[src/rtl/pipe_hazard_fwd_if.sv]
// Bundle between the ID/EX stage control of the 16-bit core and the hazard/forwarding unit.
// The master side is the pipeline; the slave side is the hazard/forwarding unit.
interface pipe_hazard_fwd_if #(
    parameter int DW    = 16,
    parameter int RW    = 4,
    parameter int DEPTH = 3
);
    localparam int SW = $clog2(DEPTH);

    logic                    id_vld;
    logic [RW-1:0]           id_rs;
    logic [RW-1:0]           id_rt;
    logic                    id_rs_use;
    logic                    id_rt_use;
    logic [RW-1:0]           id_rd;
    logic                    id_wr;
    logic                    id_is_load;
    logic [DW-1:0]           rf_rs_data;
    logic [DW-1:0]           rf_rt_data;
    logic [(DEPTH-1)*DW-1:0] stage_data;
    logic                    br_taken;
    logic                    stall;
    logic                    flush;
    logic [DW-1:0]           ex_rs_data;
    logic [DW-1:0]           ex_rt_data;
    logic [SW-1:0]           fwd_rs_sel;
    logic [SW-1:0]           fwd_rt_sel;

    modport master (
        output id_vld, id_rs, id_rt, id_rs_use, id_rt_use, id_rd, id_wr, id_is_load,
        output rf_rs_data, rf_rt_data, stage_data, br_taken,
        input  stall, flush, ex_rs_data, ex_rt_data, fwd_rs_sel, fwd_rt_sel
    );

    modport slave (
        input  id_vld, id_rs, id_rt, id_rs_use, id_rt_use, id_rd, id_wr, id_is_load,
        input  rf_rs_data, rf_rt_data, stage_data, br_taken,
        output stall, flush, ex_rs_data, ex_rt_data, fwd_rs_sel, fwd_rt_sel
    );
endinterface

[src/rtl/pipe_hazard_fwd_unit.sv]
// Depth-generic hazard detection and operand forwarding for the 16-bit core: tracks in-flight
// instructions from EX to WB, forwards the youngest producer, stalls on load-use, flushes on branches.
module pipe_hazard_fwd_unit #(
    parameter int DW        = 16,
    parameter int RW        = 4,
    parameter int DEPTH     = 3,
    parameter int FLUSH_CYC = 2
) (
    input logic               clk,
    input logic               rst_n,
    pipe_hazard_fwd_if.slave  bus
);
    localparam int SW = $clog2(DEPTH);
    localparam int CW = $clog2(FLUSH_CYC + 1);

    logic [DEPTH-1:0] vld_r;
    logic [DEPTH-1:0] wr_r;
    logic [DEPTH-1:0] ld_r;
    logic [RW-1:0]    rd_r [DEPTH];
    logic [RW-1:0]    rs_r;
    logic [RW-1:0]    rt_r;
    logic             rs_use_r;
    logic             rt_use_r;
    logic [DW-1:0]    op_rs_r;
    logic [DW-1:0]    op_rt_r;
    logic [CW-1:0]    flush_cnt_r;

    logic             flush_s;
    logic             hazard_s;
    logic             stall_s;
    logic             issue_s;
    logic             wb_rs_hit_s;
    logic             wb_rt_hit_s;
    logic [DW-1:0]    wb_res_s;
    logic [SW-1:0]    sel_rs_s;
    logic [SW-1:0]    sel_rt_s;
    logic [DW-1:0]    ex_rs_s;
    logic [DW-1:0]    ex_rt_s;

    // A tracked slot produces src only if it is a live writer of a non-zero register.
    function automatic logic fwd_hit(input logic v, input logic w, input logic [RW-1:0] rd,
                                     input logic [RW-1:0] src);
        return v & w & (rd == src) & (rd != {RW{1'b0}});
    endfunction

    // Hazard, flush and issue decisions; the flush starts in the branch cycle and overrides stall.
    always_comb begin
        flush_s     = bus.br_taken | (flush_cnt_r != {CW{1'b0}});
        hazard_s    = bus.id_vld & vld_r[0] & wr_r[0] & ld_r[0] & (rd_r[0] != {RW{1'b0}}) &
                      ((bus.id_rs_use & (bus.id_rs == rd_r[0])) |
                       (bus.id_rt_use & (bus.id_rt == rd_r[0])));
        stall_s     = hazard_s & ~flush_s;
        issue_s     = bus.id_vld & ~stall_s & ~flush_s;
        wb_res_s    = bus.stage_data[(DEPTH-2)*DW +: DW];
        wb_rs_hit_s = fwd_hit(vld_r[DEPTH-1], wr_r[DEPTH-1], rd_r[DEPTH-1], bus.id_rs);
        wb_rt_hit_s = fwd_hit(vld_r[DEPTH-1], wr_r[DEPTH-1], rd_r[DEPTH-1], bus.id_rt);
    end

    // Priority select: scanning oldest to youngest lets the youngest producer win.
    always_comb begin
        sel_rs_s = {SW{1'b0}};
        sel_rt_s = {SW{1'b0}};
        ex_rs_s  = op_rs_r;
        ex_rt_s  = op_rt_r;
        for (int k = DEPTH - 1; k >= 1; k--) begin
            if (vld_r[0] & rs_use_r & fwd_hit(vld_r[k], wr_r[k], rd_r[k], rs_r)) begin
                sel_rs_s = SW'(k);
                ex_rs_s  = bus.stage_data[(k-1)*DW +: DW];
            end else begin
                sel_rs_s = sel_rs_s;
                ex_rs_s  = ex_rs_s;
            end
            if (vld_r[0] & rt_use_r & fwd_hit(vld_r[k], wr_r[k], rd_r[k], rt_r)) begin
                sel_rt_s = SW'(k);
                ex_rt_s  = bus.stage_data[(k-1)*DW +: DW];
            end else begin
                sel_rt_s = sel_rt_s;
                ex_rt_s  = ex_rt_s;
            end
        end
    end

    // Tag pipeline: slot 0 takes the ID instruction or a bubble, older slots shift down.
    always_ff @(posedge clk or negedge rst_n) begin
        if (!rst_n) begin
            vld_r <= {DEPTH{1'b0}};
            wr_r  <= {DEPTH{1'b0}};
            ld_r  <= {DEPTH{1'b0}};
            for (int k = 0; k < DEPTH; k++) begin
                rd_r[k] <= {RW{1'b0}};
            end
        end else begin
            for (int k = 1; k < DEPTH; k++) begin
                vld_r[k] <= vld_r[k-1];
                wr_r[k]  <= wr_r[k-1];
                ld_r[k]  <= ld_r[k-1];
                rd_r[k]  <= rd_r[k-1];
            end
            vld_r[0] <= issue_s;
            wr_r[0]  <= issue_s & bus.id_wr;
            ld_r[0]  <= issue_s & bus.id_is_load;
            rd_r[0]  <= bus.id_rd;
        end
    end

    // EX source tags and operands; WB results are written through since the RF read missed them.
    always_ff @(posedge clk or negedge rst_n) begin
        if (!rst_n) begin
            rs_r     <= {RW{1'b0}};
            rt_r     <= {RW{1'b0}};
            rs_use_r <= 1'b0;
            rt_use_r <= 1'b0;
            op_rs_r  <= {DW{1'b0}};
            op_rt_r  <= {DW{1'b0}};
        end else if (issue_s) begin
            rs_r     <= bus.id_rs;
            rt_r     <= bus.id_rt;
            rs_use_r <= bus.id_rs_use;
            rt_use_r <= bus.id_rt_use;
            op_rs_r  <= wb_rs_hit_s ? wb_res_s : bus.rf_rs_data;
            op_rt_r  <= wb_rt_hit_s ? wb_res_s : bus.rf_rt_data;
        end else begin
            rs_r     <= rs_r;
            rt_r     <= rt_r;
            rs_use_r <= 1'b0;
            rt_use_r <= 1'b0;
            op_rs_r  <= op_rs_r;
            op_rt_r  <= op_rt_r;
        end
    end

    // Flush counter covers the cycles after the branch cycle; a new branch restarts it.
    always_ff @(posedge clk or negedge rst_n) begin
        if (!rst_n) begin
            flush_cnt_r <= {CW{1'b0}};
        end else if (bus.br_taken) begin
            flush_cnt_r <= CW'(FLUSH_CYC - 1);
        end else if (flush_cnt_r != {CW{1'b0}}) begin
            flush_cnt_r <= flush_cnt_r - {{(CW-1){1'b0}}, 1'b1};
        end else begin
            flush_cnt_r <= flush_cnt_r;
        end
    end

    assign bus.stall      = stall_s;
    assign bus.flush      = flush_s;
    assign bus.fwd_rs_sel = sel_rs_s;
    assign bus.fwd_rt_sel = sel_rt_s;
    assign bus.ex_rs_data = ex_rs_s;
    assign bus.ex_rt_data = ex_rt_s;
endmodule

[src/flat_wrapper.sv]
// flat-port wrapper written by rule: the top's interface ports become plain ports
module pipe_hazard_fwd_unit_flat 
#(
    parameter int DW        = 16,
    parameter int RW        = 4,
    parameter int DEPTH     = 3,
    parameter int FLUSH_CYC = 2
)
  (clk, rst_n, bus_id_vld, bus_id_rs, bus_id_rt, bus_id_rs_use, bus_id_rt_use, bus_id_rd, bus_id_wr, bus_id_is_load, bus_rf_rs_data, bus_rf_rt_data, bus_stage_data, bus_br_taken, bus_stall, bus_flush, bus_ex_rs_data, bus_ex_rt_data, bus_fwd_rs_sel, bus_fwd_rt_sel);
  pipe_hazard_fwd_if #(.DW(DW), .RW(RW), .DEPTH(DEPTH)) bus_i ();
  input logic clk;
  input logic rst_n;
  input wire logic [$bits(bus_i.id_vld)-1:0] bus_id_vld;
  input wire logic [$bits(bus_i.id_rs)-1:0] bus_id_rs;
  input wire logic [$bits(bus_i.id_rt)-1:0] bus_id_rt;
  input wire logic [$bits(bus_i.id_rs_use)-1:0] bus_id_rs_use;
  input wire logic [$bits(bus_i.id_rt_use)-1:0] bus_id_rt_use;
  input wire logic [$bits(bus_i.id_rd)-1:0] bus_id_rd;
  input wire logic [$bits(bus_i.id_wr)-1:0] bus_id_wr;
  input wire logic [$bits(bus_i.id_is_load)-1:0] bus_id_is_load;
  input wire logic [$bits(bus_i.rf_rs_data)-1:0] bus_rf_rs_data;
  input wire logic [$bits(bus_i.rf_rt_data)-1:0] bus_rf_rt_data;
  input wire logic [$bits(bus_i.stage_data)-1:0] bus_stage_data;
  input wire logic [$bits(bus_i.br_taken)-1:0] bus_br_taken;
  output wire logic [$bits(bus_i.stall)-1:0] bus_stall;
  output wire logic [$bits(bus_i.flush)-1:0] bus_flush;
  output wire logic [$bits(bus_i.ex_rs_data)-1:0] bus_ex_rs_data;
  output wire logic [$bits(bus_i.ex_rt_data)-1:0] bus_ex_rt_data;
  output wire logic [$bits(bus_i.fwd_rs_sel)-1:0] bus_fwd_rs_sel;
  output wire logic [$bits(bus_i.fwd_rt_sel)-1:0] bus_fwd_rt_sel;
  assign bus_i.id_vld = bus_id_vld;
  assign bus_i.id_rs = bus_id_rs;
  assign bus_i.id_rt = bus_id_rt;
  assign bus_i.id_rs_use = bus_id_rs_use;
  assign bus_i.id_rt_use = bus_id_rt_use;
  assign bus_i.id_rd = bus_id_rd;
  assign bus_i.id_wr = bus_id_wr;
  assign bus_i.id_is_load = bus_id_is_load;
  assign bus_i.rf_rs_data = bus_rf_rs_data;
  assign bus_i.rf_rt_data = bus_rf_rt_data;
  assign bus_i.stage_data = bus_stage_data;
  assign bus_i.br_taken = bus_br_taken;
  assign bus_stall = bus_i.stall;
  assign bus_flush = bus_i.flush;
  assign bus_ex_rs_data = bus_i.ex_rs_data;
  assign bus_ex_rt_data = bus_i.ex_rt_data;
  assign bus_fwd_rs_sel = bus_i.fwd_rs_sel;
  assign bus_fwd_rt_sel = bus_i.fwd_rt_sel;
  pipe_hazard_fwd_unit #(.DW(DW), .RW(RW), .DEPTH(DEPTH), .FLUSH_CYC(FLUSH_CYC)) u_core (.clk(clk), .rst_n(rst_n), .bus(bus_i));
endmodule
[config.mk]
export PLATFORM = sky130hd
export DESIGN_NAME = pipe_hazard_fwd_unit_flat
export DESIGN_NICKNAME = d
export VERILOG_FILES = /design/src/rtl/pipe_hazard_fwd_if.sv /design/src/rtl/pipe_hazard_fwd_unit.sv /design/src/flat_wrapper.sv
export SDC_FILE = /design/constraint.sdc
export NUM_CORES = 1
export LEC_CHECK = 0
export ABC_CLOCK_PERIOD_IN_PS = 2310
export BUFFER_PORTS_ARGS = -buffer_cell sky130_fd_sc_hd__buf_2
export CORE_MARGIN = 5
export CORE_UTILIZATION = 40
export CTS_BUF_LIST = sky130_fd_sc_hd__clkbuf_16
export DETAILED_ROUTE_END_ITERATION = 12
export PLACE_DENSITY_LB_ADDON = 0.15
export SLEW_MARGIN = 20
export SYNTH_ARGS = -nofsm -noshare
export SYNTH_HDL_FRONTEND = slang
export SYNTH_SLANG_ARGS = --single-unit
[constraint.sdc]
create_clock -name clk -period 2.31 [get_ports clk]
set_clock_uncertainty 0.1 [all_clocks]
set_input_delay 0.231 -clock clk [delete_from_list [all_inputs] [get_ports clk]]
set_output_delay 0.231 -clock clk [all_outputs]
set_load 0.02 [all_outputs]
==> qor.yml, run 1 <==
logic_synthesis:
  synthFlopType: "dfrtp_1"
  synth_top_area_share_pct: 40.46
  async_reset_ff_share_pct: 100.0
  synth-simple-area-share_pct: 10.63
  avgSynthCellArea_um2: 11.67
  synth.yosys.seq_area_share_pct: 40.46
  ys_top_cells_by_count: "dfrtp_1, mux2_4, nor2_1, a21oi_1"
  synth_area_leader_cell: "dfrtp_1"
  netlist_area_mm2: 0.003896
  yosys_warnings: 0
  netlist-cell-type-count: 34
  syn_inst: 334
  synthXorXnorAreaFrac_pct: 7.418
  synth_top_family_by_area: "multiplexers"
  synth_edf_count: 0
  syn_nets: 419
  synth_area_leaders: "dfrtp_1, mux2_4, mux2_2"
  muxShareOfSynthArea_pct: 32.88
  yosys.area_share.adder_pct: 0.3211
  ys_ff_latch: 63
  synth_compound_area_share_pct: 4.624
  synth.most_common_cell: "dfrtp_1"
cells_and_area:
  fin_util_pct: 58.13
  multi_input_area_mm2: 0.002392
  fillers: 840
  syn_to_final_growth_pct: 43.80
  regArea_mm2: 0.001582
  antenna_cells: 0
  fin_nets: 565
  drive_above_1_share_pct: 59.18
clocking:
  root_buffer: "clkbuf_16"
  cts.sinks: 63
  tritoncts: "done"
  cts-htree-levels: 3
  cts.clk_slew.worst_paths_ns: 0.05
  clk_latency_ns: 0.33
  cts_buffer_depth: 2
  numCtsBuffers: 9
global_routing:
  grt_start_max_net_pins: 64
  grt_pass1_wl_mm: 16.40
  grt_overflow: 0
  grt_usage_pct: 18.24
  grt_pass1_vias: 3142
  grt_antenna_before_repair: 0
timing:
  rsz0062_at_grt: "yes"
  min_period_over_period_pct: 106.0
  max_freq_ghz: 0.4083
  post-route-min-period_ns: 2.449
  tightest_slew_ns: 0.4853
  finalMaxSlewViolations: 0
  setup_viol: 36
  hold_viol_final: 0
  slew_headroom_pct: 67.19
  setup_slack_ns: -0.1390
  fin_hold_ws_ns: 0.01545
setup_path:
  reg2reg_to: "u_core.op_rt_r[5]"
  reg2regPathDepth: 8
  crit_type: "flip-flop to primary output"
  r2r_start: "u_core.rd_r[1]"
  r2r_setup_slack_ns: 0.08
  crit_path_end: "bus_ex_rs_data[2]"
  worstSetupStartpoint: "u_core.rd_r[4]"
  cp_data_arrival_time_ns: 2.12
  cp_max_fo: 17
  start_kind: "flip-flop"
  worstSetupEndpointType: "primary output"
  worstPathRequired_ns: 1.98
floorplan:
  start_util_pct: 40.42
  die_height_um: 108.7
  io_pins: 122
  core_area_mm2: 0.009639
  dieWidth_um: 108.7
  std_cell_rows: 36
  dieArea_mm2: 0.01181
hold_path:
  hold_class: "primary input to flip-flop"
  hold_depth: 2
route:
  dr_wl_met3_um: 667
  drtIter0Drc: 109
  vias: 3093
  ant_nets: 0
  routed_via_density: 5.005
  drc: 0
  firstDrtPassIters: 4
  wl_per_cell_um: 18.07
  wl_met2_mm: 5.589
  routed.top_layer: "met4"
  wl_mm: 11.17
  wl_met1_mm: 4.714
run_status:
  status: "finished, violations left"
  failed_checks: "negative setup slack"
job:
  cap_violations: 0
place:
  place.gp.congestion: 0.8030
  io_buffers: 121
  post-dp-hpwl_mm: 7.174
pwr:
  peakVddDrop_uv: 503.1
  p_leak_uw: 0.002817
  powerDensity_mw_per_mm2: 981.9
## cell families after synthesis
kind of cell,count (synthesis)
mux,104
simple gates,75
flops,63
compound gates,35
xor+xnor,33
buf+inv,23
fa+ha+maj,1
## registers in the layout, indices dropped and copies added (netlist names), 2 cells and up
signal              flops
u_core.flush_cnt_r      2
u_core.op_rs_r         16
u_core.rt_r             4
u_core.rd_r            12
u_core.wr_r             3
u_core.vld_r            3
u_core.rs_r             4
u_core.op_rt_r         16
## per-layer routing
metal  up-vias  global-route usage [%]
li1       1470                       -
met1      1522                   22.91
met2        87                   30.14
met3        14                   5.269
met4         0                   6.222
met5         -                       0
## final cells by class
cell class | count | area share, %
tap | 133 | 2.970
timing repair buffer | 155 | 20.86
inverter | 3 | 0.2010
clock inverter | 7 | 1.027
multi-input combinational | 248 | 42.70
sequential | 63 | 28.23
clock buffer | 9 | 4.020
## where the power goes
part | switching (uW) | internal [uW] | total [uW]
Combinational | 1080 | 1330 | 2410
Clock | 472 | 816 | 1290
Sequential | 298 | 1500 | 1800
Total | 1850 | 3650 | 5500
## placed cells by master, fill, tap and decap left out, drive strengths merged, types with 4 or more instances in the layout
cell type and n:
a21oi 34, nand3 7, mux2i 32, and2 4, nand2 8, xor2 17, dlygate4sd3 6, xnor2 16
nor4 5, inv 6, nor2 40, dfrtp 63, mux2 72, buf 148, clkbuf 10
## worst min-delay path by stage
stage,start,slack [ns],endpoint
3_5_place_dp,rst_n,0.17,u_core.op_rs_r[11]
5_1_grt,bus_id_is_load,0.02,u_core.ld_r[0]
2_1_floorplan,rst_n,-0.16,u_core.flush_cnt_r[0]
4_1_cts,bus_id_is_load,0.01,u_core.ld_r[0]
6_report,bus_id_is_load,0.02,u_core.ld_r[0]
3_3_place_gp,rst_n,0.18,u_core.op_rs_r[11]
## through the flow
| stage | std cells | setup TNS (ns) | setup WS, ns | instance area, um^2 | total power (uW) |
|---|---|---|---|---|---|
| global placement | 577 | 0 | 0.1239 | 4687 | 3778 |
| detailed placement | 577 | 0 | 0.07158 | 4687 | 3812 |
| floorplan | 334 | 0 | 0.09637 | 3896 | 3178 |
| CTS | 615 | -2.614 | -0.1032 | 5431 | 5432 |
| finish | 618 | -3.604 | -0.1390 | 5603 | 5502 |
| global route | 618 | -6.829 | -0.2522 | 5603 | 5794 |
## critical path, cell delays in order, from the launching register on
cell,delay [ns]
dfrtp_1,0.39
buf_6,0.14
xnor2_2,0.15
nand3_1,0.11
or4_4,0.49
buf_12,0.19
a21oi_1,0.16
buf_4,0.16
## what timing repair did
action                                 4_1_cts  5_1_grt
cloned                                       3        2
setup buffers                               13        1
resized for setup                           70       30
hold buffers                                 6        0
setup endpoints to repair                   34       52
pin swaps                                   19        3
endpoints found under the hold margin       68        0
Note: power is estimated with default switching activity, not from simulation.
==> run 2, diff against run 1 <==
--- a/config.mk
+++ b/config.mk
@@ -11,7 +11,7 @@
 export CORE_UTILIZATION = 40
 export CTS_BUF_LIST = sky130_fd_sc_hd__clkbuf_16
 export DETAILED_ROUTE_END_ITERATION = 12
-export PLACE_DENSITY_LB_ADDON = 0.15
+export PLACE_DENSITY = 0.65
 export SLEW_MARGIN = 20
 export SYNTH_ARGS = -nofsm -noshare
 export SYNTH_HDL_FRONTEND = slang
==> qor.yml, run 2 (synthesis results as in run 1) <==
pwr:
  intPower_uw: 3680  # was 3647 uW
  seq_power_share_pct: 32.6  # was 32.8%
  p_leak_uw: 0.002768  # was 0.002817 uW
  combPwrFrac_pct: 41.1  # was 43.8%
  p_switching_uw: 1809  # was 1854 uW
  powerDensity_mw_per_mm2: 1014  # was 981.9 mW/mm^2
  power_frac_clock_pct: 26.3  # was 23.4%
  peakVddDrop_uv: 491.0  # was 503.1 uV
  swShare_pct: 32.95  # was 33.70%
  p_total_uw: 5488  # was 5502 uW
setup_path:
  start_kind: "flip-flop"  # unchanged
  cp_data_arrival_time_ns: 2.17  # was 2.12 ns
  worstSetupEndpointType: "primary output"  # unchanged
  crit_type: "flip-flop to primary output"  # unchanged
  cp_max_fo: 16  # was 17
  worstPathRequired_ns: 1.98  # about the same
clocking:
  clk_latency_ns: 0.33  # about the same
  cts-htree-levels: 3  # unchanged
  root_buffer: "clkbuf_16"  # unchanged
  numCtsBuffers: 9  # unchanged
  cts.sinks: 63  # unchanged
  tritoncts: "done"  # unchanged
  cts_buffer_depth: 2  # unchanged
  cts.clk_slew.worst_paths_ns: 0.06  # was 0.05 ns
route:
  firstDrtPassIters: 4  # unchanged
  wl_per_cell_um: 16.85  # was 18.07 um
  drc: 0  # unchanged
  vias: 3009  # was 3093
  routed_via_density: 4.925  # was 5.005
  wl_mm: 10.29  # was 11.17 mm
  ant_nets: 0  # unchanged
  drtIter0Drc: 154  # was 109
global_routing:
  grt_overflow: 0  # unchanged
  grt_pass1_vias: 3225  # was 3142
  grt_antenna_before_repair: 0  # unchanged
  grt_start_max_net_pins: 64  # unchanged
  grt_usage_pct: 17.64  # was 18.24%
  grt_pass1_wl_mm: 16.03  # was 16.40 mm
cells_and_area:
  antenna_cells: 0  # unchanged
  fillers: 848  # was 840
  layout_commonest_cell: "buf_2"  # unchanged
  final_cell_area_mm2: 0.005411  # was 0.005603 mm^2
  fin_nets: 558  # was 565
  syn_to_final_growth_pct: 38.89  # was 43.80%
  instances_no_fill: 611  # was 618
  layout_common_cells: "buf_2, dfrtp_1, buf_4"  # was buf_2, dfrtp_1, mux2_4
  top_regs: "u_core.op_rs_r x16, u_core.op_rt_r x16, u_core.rd_r x12"  # unchanged
  drive_above_1_share_pct: 54.81  # was 59.18%
floorplan:
  std_cell_rows: 36  # unchanged
  die_height_um: 108.7  # unchanged
  dieWidth_um: 108.7  # unchanged
  start_util_pct: 40.42  # unchanged
  dieArea_mm2: 0.01181  # unchanged
  io_pins: 122  # unchanged
  core_area_mm2: 0.009639  # unchanged
run_status:
  failed_checks: "negative setup slack"  # unchanged
  status: "finished, violations left"  # unchanged
timing:
  setup_slack_ns: -0.1919  # was -0.1390 ns
  tightest_slew_ns: 0.4920  # was 0.4853 ns
  max_freq_ghz: 0.3997  # was 0.4083 GHz
  min_period_over_period_pct: 108.3  # was 106.0%
  post-route-min-period_ns: 2.502  # was 2.449 ns
  fin_setup_tns_ns: -4.447  # was -3.604 ns
  slew_headroom_pct: 66.74  # was 67.19%
  finalMaxSlewViolations: 0  # unchanged
  hold_viol_final: 0  # unchanged
  setup_viol: 36  # unchanged
  rsz0062_at_grt: "yes"  # unchanged
place:
  place_inst: 577  # unchanged
  place_area_mm2: 0.004687  # unchanged
  dp_slack_ns: 0.1037  # was 0.07158 ns
  place.gp.congestion: 0.7956  # was 0.8030
  io_buffers: 121  # unchanged
  post-dp-hpwl_mm: 7.076  # was 7.174 mm
job:
  cap_violations: 0  # unchanged
hold_path:
  hold_class: "primary input to flip-flop"  # unchanged
## run 2: changes by cell type in the layout (fill, tap and decap cells not counted), moves of 3 or more
cell     previous run  this run
a21oi_1            12        29
a21oi_2            20         4
buf_16              3         0
buf_4              38        42
buf_6              12         3
inv_1               6         3
mux2i_1            26        30
mux2i_2             5         1
## run 2: path summary, 6_finish.rpt
kind | start | slack (ns) | cells past startpoint | end
worst max-delay path | u_core.rd_r[5] | -0.19 | 6 | bus_ex_rs_data[8]
worst min-delay path | bus_id_wr | 0.01 | 2 | u_core.wr_r[0]
worst max register to register | u_core.rd_r[1] | 0.10 | 6 | u_core.op_rt_r[9]
worst min register to register | u_core.wr_r[0] | 0.28 | 0 | u_core.wr_r[1]
max in group asynchronous | rst_n | 1.45 | 3 | u_core.rd_r[0]
min in group asynchronous | rst_n | 0.34 | 3 | u_core.op_rs_r[7]
## run 2: area by class of cell
class                      count  area, um^2  share of cell area, %
multi-input combinational    248        2290                  42.31
sequential                    63        1583                  29.25
timing repair buffer         148        1040                  19.21
clock buffer                   9       225.2                  4.162
tap                          133       166.4                  3.075
clock inverter                 7       96.34                  1.780
inverter                       3       11.26                 0.2081
## run 2: metal layers
| layer | up-vias | part of all wire, % | track usage [%] | routed length [um] |
|---|---|---|---|---|
| met2 | 71 | 52 | 30.76 | 5383 |
| met4 | 0 | 1.3 | 6.402 | 137 |
| met5 | - | 0 | 0 | 0 |
| met1 | 1476 | 42 | 21.16 | 4318 |
| met3 | 13 | 4.4 | 4.204 | 455 |
| li1 | 1449 | - | - | - |
## run 2: what timing repair did
item	in CTS	in global routing
hold endpoints to repair	68	0
hold buffers	6	0
buffers inserted	7	3
setup endpoints to repair	34	36
cloned	1	2
resized for setup	26	40
pin swaps	7	4
## run 2: worst max-delay path, stage by stage, from the launching register on
cell       delay [ns]
dfrtp_2          0.42
buf_4            0.15
xor2_1           0.15
or4_4            0.59
clkbuf_16        0.21
a21oi_1          0.15
buf_4            0.17
## run 2: per-stage QoR
step / utilization, % / hold slack (ns)
after global placement: 48.62 / 0.1651
after detailed placement: 48.62 / 0.1655
after floorplan: - / -0.1646
after CTS: 54.30 / 0.006734
after global routing: 56.14 / 0.01483
final: 56.14 / 0.01434
## run 2: power groups by stage
stage	sequential (uW)	clock, uW	combinational (uW)
after CTS	1780	1470	2120
final	1790	1440	2260
after global routing	1850	1520	2440
after floorplan	1700	0	1470
after detailed placement	1790	0	2010
after global placement	1790	0	1980
